### src/rtl/dmem_sb_pkg.sv
// Shared widths, word-address slicing and entry type for the DMEM store buffer.
package dmem_sb_pkg;

  localparam int unsigned SbAddrW = 32;
  localparam int unsigned SbDataW = 32;
  localparam int unsigned WordLsb = 2;

  typedef struct packed {
    logic               valid;
    logic [SbAddrW-1:0] waddr;
    logic [SbDataW-1:0] wdata;
  } sb_entry_t;

  function automatic logic word_match(input logic [SbAddrW-1:0] a, input logic [SbAddrW-1:0] b);
    return a[SbAddrW-1:WordLsb] == b[SbAddrW-1:WordLsb];
  endfunction

endpackage

### src/rtl/sb_fwd_match.sv
// Youngest-first priority match of a load address against the live store-buffer entries.
module sb_fwd_match
  import dmem_sb_pkg::*;
#(
  parameter int unsigned DEPTH = 4,
  localparam int unsigned PtrW = $clog2(DEPTH),
  localparam int unsigned CntW = $clog2(DEPTH + 1)
) (
  input  sb_entry_t [DEPTH-1:0] entries,
  input  logic [PtrW-1:0]       tail,
  input  logic [CntW-1:0]       count,
  input  logic [SbAddrW-1:0]    addr,
  output logic                  hit,
  output logic [SbDataW-1:0]    data
);

  logic [PtrW-1:0] idx;

  // Walk oldest to youngest so the last hit (the youngest) wins.
  always_comb begin
    hit  = 1'b0;
    data = '0;
    idx  = '0;
    for (int unsigned k = 0; k < DEPTH; k++) begin
      idx = tail - count[PtrW-1:0] + PtrW'(k);
      if (CntW'(k) < count && entries[idx].valid && word_match(entries[idx].waddr, addr)) begin
        hit  = 1'b1;
        data = entries[idx].wdata;
      end
    end
  end

endmodule

### src/rtl/dmem_store_buffer.sv
// Posted-write store buffer with load forwarding between the MEM stage and data memory.
// Optional STORE_MERGE_EN: a store to the youngest non-head entry's word overwrites it.
module dmem_store_buffer
  import dmem_sb_pkg::*;
#(
  parameter int unsigned DEPTH  = 4,
  parameter int unsigned ADDR_W = SbAddrW,
  parameter int unsigned DATA_W = SbDataW
) (
  input  logic              clock,
  input  logic              reset,
  input  logic [ADDR_W-1:0] cpu_addr,
  input  logic [DATA_W-1:0] cpu_wdata,
  input  logic              cpu_we,
  output logic [DATA_W-1:0] cpu_rdata,
  output logic              cpu_stall,
  output logic [ADDR_W-1:0] mem_raddr,
  input  logic [DATA_W-1:0] mem_rdata,
  output logic [ADDR_W-1:0] mem_waddr,
  output logic [DATA_W-1:0] mem_wdata,
  output logic              mem_wvalid,
  input  logic              mem_wready,
  output logic              sb_empty
);

  localparam int unsigned PtrW = $clog2(DEPTH);
  localparam int unsigned CntW = $clog2(DEPTH + 1);

  sb_entry_t [DEPTH-1:0] ents_q, ents_d;
  logic [PtrW-1:0]       head_q, head_d, tail_q, tail_d, young_idx;
  logic [CntW-1:0]       count_q, count_d;
  logic                  full, pop, push, merge, fwd_hit;
  logic [DATA_W-1:0]     fwd_data;

  assign full      = (count_q == CntW'(DEPTH));
  assign sb_empty  = (count_q == '0);
  assign young_idx = tail_q - PtrW'(1);

  assign mem_wvalid = !sb_empty;
  assign mem_waddr  = ents_q[head_q].waddr;
  assign mem_wdata  = ents_q[head_q].wdata;
  assign pop        = mem_wvalid && mem_wready;

`ifdef STORE_MERGE_EN
  // The head may already be on the bus, so only a younger entry can absorb the store.
  assign merge = cpu_we && (count_q >= CntW'(2)) && ents_q[young_idx].valid &&
                 word_match(ents_q[young_idx].waddr, cpu_addr);
`else
  assign merge = 1'b0;
`endif

  assign push      = cpu_we && !merge && (!full || pop);
  assign cpu_stall = cpu_we && full && !pop && !merge;

  always_comb begin
    ents_d  = ents_q;
    head_d  = head_q;
    tail_d  = tail_q;
    count_d = count_q;
    if (pop) begin
      ents_d[head_q].valid = 1'b0;
      head_d               = head_q + PtrW'(1);
    end
    // When full, tail == head: the push must land after the pop clears the slot.
    if (push) begin
      ents_d[tail_q].valid = 1'b1;
      ents_d[tail_q].waddr = cpu_addr;
      ents_d[tail_q].wdata = cpu_wdata;
      tail_d               = tail_q + PtrW'(1);
    end
    if (merge) begin
      ents_d[young_idx].wdata = cpu_wdata;
    end
    unique case ({push, pop})
      2'b10:   count_d = count_q + CntW'(1);
      2'b01:   count_d = count_q - CntW'(1);
      default: count_d = count_q;
    endcase
  end

  always_ff @(posedge clock or negedge reset) begin
    if (!reset) begin
      ents_q  <= '0;
      head_q  <= '0;
      tail_q  <= '0;
      count_q <= '0;
    end else begin
      ents_q  <= ents_d;
      head_q  <= head_d;
      tail_q  <= tail_d;
      count_q <= count_d;
    end
  end

  sb_fwd_match #(
    .DEPTH (DEPTH)
  ) u_fwd_match (
    .entries (ents_q),
    .tail    (tail_q),
    .count   (count_q),
    .addr    (cpu_addr),
    .hit     (fwd_hit),
    .data    (fwd_data)
  );

  assign mem_raddr = cpu_addr;
  assign cpu_rdata = fwd_hit ? fwd_data : mem_rdata;

endmodule
### config.mk
export PLATFORM = sky130hd
export DESIGN_NAME = dmem_store_buffer
export DESIGN_NICKNAME = d
export VERILOG_FILES = /design/src/rtl/dmem_sb_pkg.sv /design/src/rtl/sb_fwd_match.sv /design/src/rtl/dmem_store_buffer.sv
export SDC_FILE = /design/constraint.sdc
export NUM_CORES = 1
export LEC_CHECK = 0
export CELL_PAD_IN_SITES_DETAIL_PLACEMENT = 1
export CELL_PAD_IN_SITES_GLOBAL_PLACEMENT = 1
export CORE_MARGIN = 2
export CORE_UTILIZATION = 42
export DETAILED_ROUTE_END_ITERATION = 7
export HOLD_SLACK_MARGIN = 0.02
export PLACE_DENSITY_LB_ADDON = 0.08
export SETUP_SLACK_MARGIN = 0.15
export SLEW_MARGIN = 40
export SYNTH_ARGS = -nofsm -noshare
export SYNTH_HDL_FRONTEND = slang
export SYNTH_HIERARCHICAL = 1
export SYNTH_SLANG_ARGS = --single-unit
### constraint.sdc
create_clock -name clock -period 5.45 [get_ports clock]
set_input_delay 1.09 -clock clock [delete_from_list [all_inputs] [get_ports clock]]
set_output_delay 1.09 -clock clock [all_outputs]
set_load 0.1 [all_outputs]
==> run metrics <==
outcome complete, but fails checks; failing checks setup timing; IO Count around 230; Final Non-Filler Cells 3,151; Fill cells 5,745; ys flop type dfrtp_1; hold_ws 0.492 ns; initial antenna violation count 2; post-synthesis async set-or-reset flop share 100%; Crit path max-delay family buffers and inverters; dpl hpwl 56,500 um; WL per Instance about 27 um; area growth from synthesis to layout 26.5%; Core Area between 50,000 and 60,000 um^2; minimum clock period ~5.9 ns; Max Cap Viol 0; vias per cell 6.23; Multi-input gate area around 15,000 um^2; Final Cycle Share 109%; remaining antenna violation count 0; Syn Area/Cell roughly 11 um^2; layout cell share with drive strength beyond 1 37.8%; # clock sinks around 270; CP max stage delay roughly 0.50 ns; routability cong. between 0.9 and 1; largest net degree at the start of global routing 131; die height around 240 um; slew margin rel. 41.7%; worst-path cell chain inv_2, ha_4, buf_6, inv_12, buf_12, mux4_2, xnor2_1, nor4_1, nand3_1, buf_6, a2111oi_4, buf_4, buf_12, buf_4, a221oi_1, a2bb2oi_2, mux2_4, buf_12; Critical path buffers and inverters 9; GRT Total Usage 29.8%; number of synthesized flops with an enable pin 0; RSZ-0062 raised after global routing yes; CP startpoint kind register; initial DRC count 1,479; DR vias 19,616; Final Hold Viols 0; fin area 29,200 um^2; Seq/Total Area, Yosys 29.0%; synthesized cell area 23,100 um^2; vias in the first global route 20,685; # port buffers 230; Worst path most repeated cell buf_12; DR DRC count 0; Max Fanout on Critical Path 9; synth warn 6; placed cell count 3,053; Worst path slowest cell mux4_2; Clk pin slew, worst setup/hold paths 0.06 ns; CTS tree done; Die Wd about 240 um; worst setup margin -0.498 ns; Hold Path Class in2async; total gr overflow 0; Layout Skew 0.0244 ns; clk root buf clkbuf_16; final core utilization 54.0%; syn_nets approximately 2,300; Cell Area, Placed roughly 27,000 um^2; FF/Latch Area approximately 6700 um^2; WP data required 4.36 ns; Seq cells post-synth 267; die area about 57,000 um^2; cell count after synthesis 2,147; CTS Buf Count 36; row cnt 85; Crit path arrival time slightly below 5 ns; unique cell type count in the Yosys netlist 83; CTS HTree Levels 2; Crit Path Category reg2out; clk buf depth 3; Initial Util 42.7%; first-pass GRT wire length 130,000 um; Ant. Diodes 0; routed wire length 84,800 um; hold_buf cts 0; slew of the pin with the lowest slew margin 0.874 ns; Max Slew Vio Count 0; Setup crit end kind output port; fin nets 2,541; clk_lat worst skew 0.57 ns; Initial DRT Pass Iterations 5; final setup vio count 32; fmax 0.168 GHz
-- cells by family (layout without fill, tap and decap cells) --
group | count (synthesis) | count (layout) | share of synthesized area (%)
muxes | 626 | 626 | 38.3
and+or+nand+nor | 518 | 518 | 10.3
AOI/OAI and AO/OA | 324 | 324 | 10.2
buffers and inverters | 284 | 592 | 7.01
DFF | 267 | 267 | 29.0
xor gates and xnor gates | 118 | 118 | 4.61
adders and majority gates | 10 | 10 | 0.575
-- layout by cell type (no fill, tap or decap), types with 41 or more instances in the layout --
cell type,instances
a31oi_1,41
nor2_1,48
a21oi_1,50
mux2_2,65
clkdlybuf4s50_1,98
nand3_1,86
nand2_1,273
xnor2_1,59
mux2i_1,204
a221oi_1,59
mux2_4,227
buf_2,78
o21ai_0,56
buf_12,75
buf_4,196
dfrtp_1,265
inv_1,54
mux4_2,116
-- repair_timing --
item                       CTS  global route
pin swaps                    3             4
gates cloned                 7             1
setup buffers               25             3
hold endpoints to repair     0             0
setup endpoints to repair   32            32
resized for setup           75            23
-- worst paths after layout --
path	slack, ns	from	end	cells past startpoint
min	0.49	reset	ents_q[44]	1
min reg2reg	0.51	ents_q[162]	ents_q[162]	1
max reg2reg	2.82	tail_q[1]	ents_q[157]	6
min in group clock	0.51	ents_q[162]	ents_q[162]	1
max in group asynchronous	3.78	reset	head_q[1]	2
max	-0.50	tail_q[0]	cpu_rdata[19]	18
-- registers in the layout, summed over array words and instances, names as in the netlist --
name	cells
ents_q	260
count_q	3
head_q	2
tail_q	2
-- cell usage after synthesis, types with 8 or more instances --
library cell | n | area, um^2
a21oi_1 | 51 | 255
a221oi_1 | 64 | 561
a2bb2oi_1 | 29 | 254
a31oi_1 | 41 | 257
buf_1 | 13 | 48.8
buf_2 | 40 | 200
buf_4 | 40 | 300
buf_6 | 45 | 507
clkbuf_1 | 86 | 323
dfrtp_1 | 267 | 6680
ha_1 | 9 | 113
inv_1 | 56 | 210
mux2_2 | 96 | 1080
mux2_4 | 196 | 2940
mux2i_1 | 216 | 2160
mux4_2 | 115 | 2590
nand2_1 | 273 | 1020
nand3_1 | 86 | 430
nand4_1 | 12 | 75.1
nor2_1 | 51 | 191
nor3_1 | 14 | 70.1
nor4_1 | 46 | 288
o211ai_1 | 8 | 60.1
o21ai_0 | 56 | 280
o22ai_1 | 11 | 68.8
xnor2_1 | 72 | 631
xor2_1 | 44 | 385
-- per-stage QoR --
step	TNS, ns	worst slack, ns
finish	-14.41	-0.498
global route	-18.03	-0.595
CTS	-12.98	-0.439
detailed placement	-5.79	-0.244
global placement	-6.21	-0.219
floorplan	0	0.161
-- cell type report --
| cell class | count | area share (%) |
|---|---|---|
| timing repair buffer | 472 | 16.4 |
| clock buffer | 52 | 3.50 |
| inverter | 58 | 0.789 |
| clock inverter | 10 | 0.596 |
| tap | 696 | 2.99 |
| multi-input combinational | 1596 | 52.8 |
| sequential | 267 | 22.9 |
-- layer usage --
metal / up-vias / part of all wire, % / GRT usage, % / routed length (um)
met2: 701 / 46 / 46.2 / 38700
met3: 156 / 6.2 / 4.66 / 5290
met4: 4 / 2.9 / 9.85 / 2430
li1: 8582 / - / - / -
met5: - / 0.029 / 0 / 25
met1: 10173 / 45 / 42.5 / 38300
Power is not shown: default switching activity piles up to over one toggle a cycle in this logic, so the estimate is an artifact.
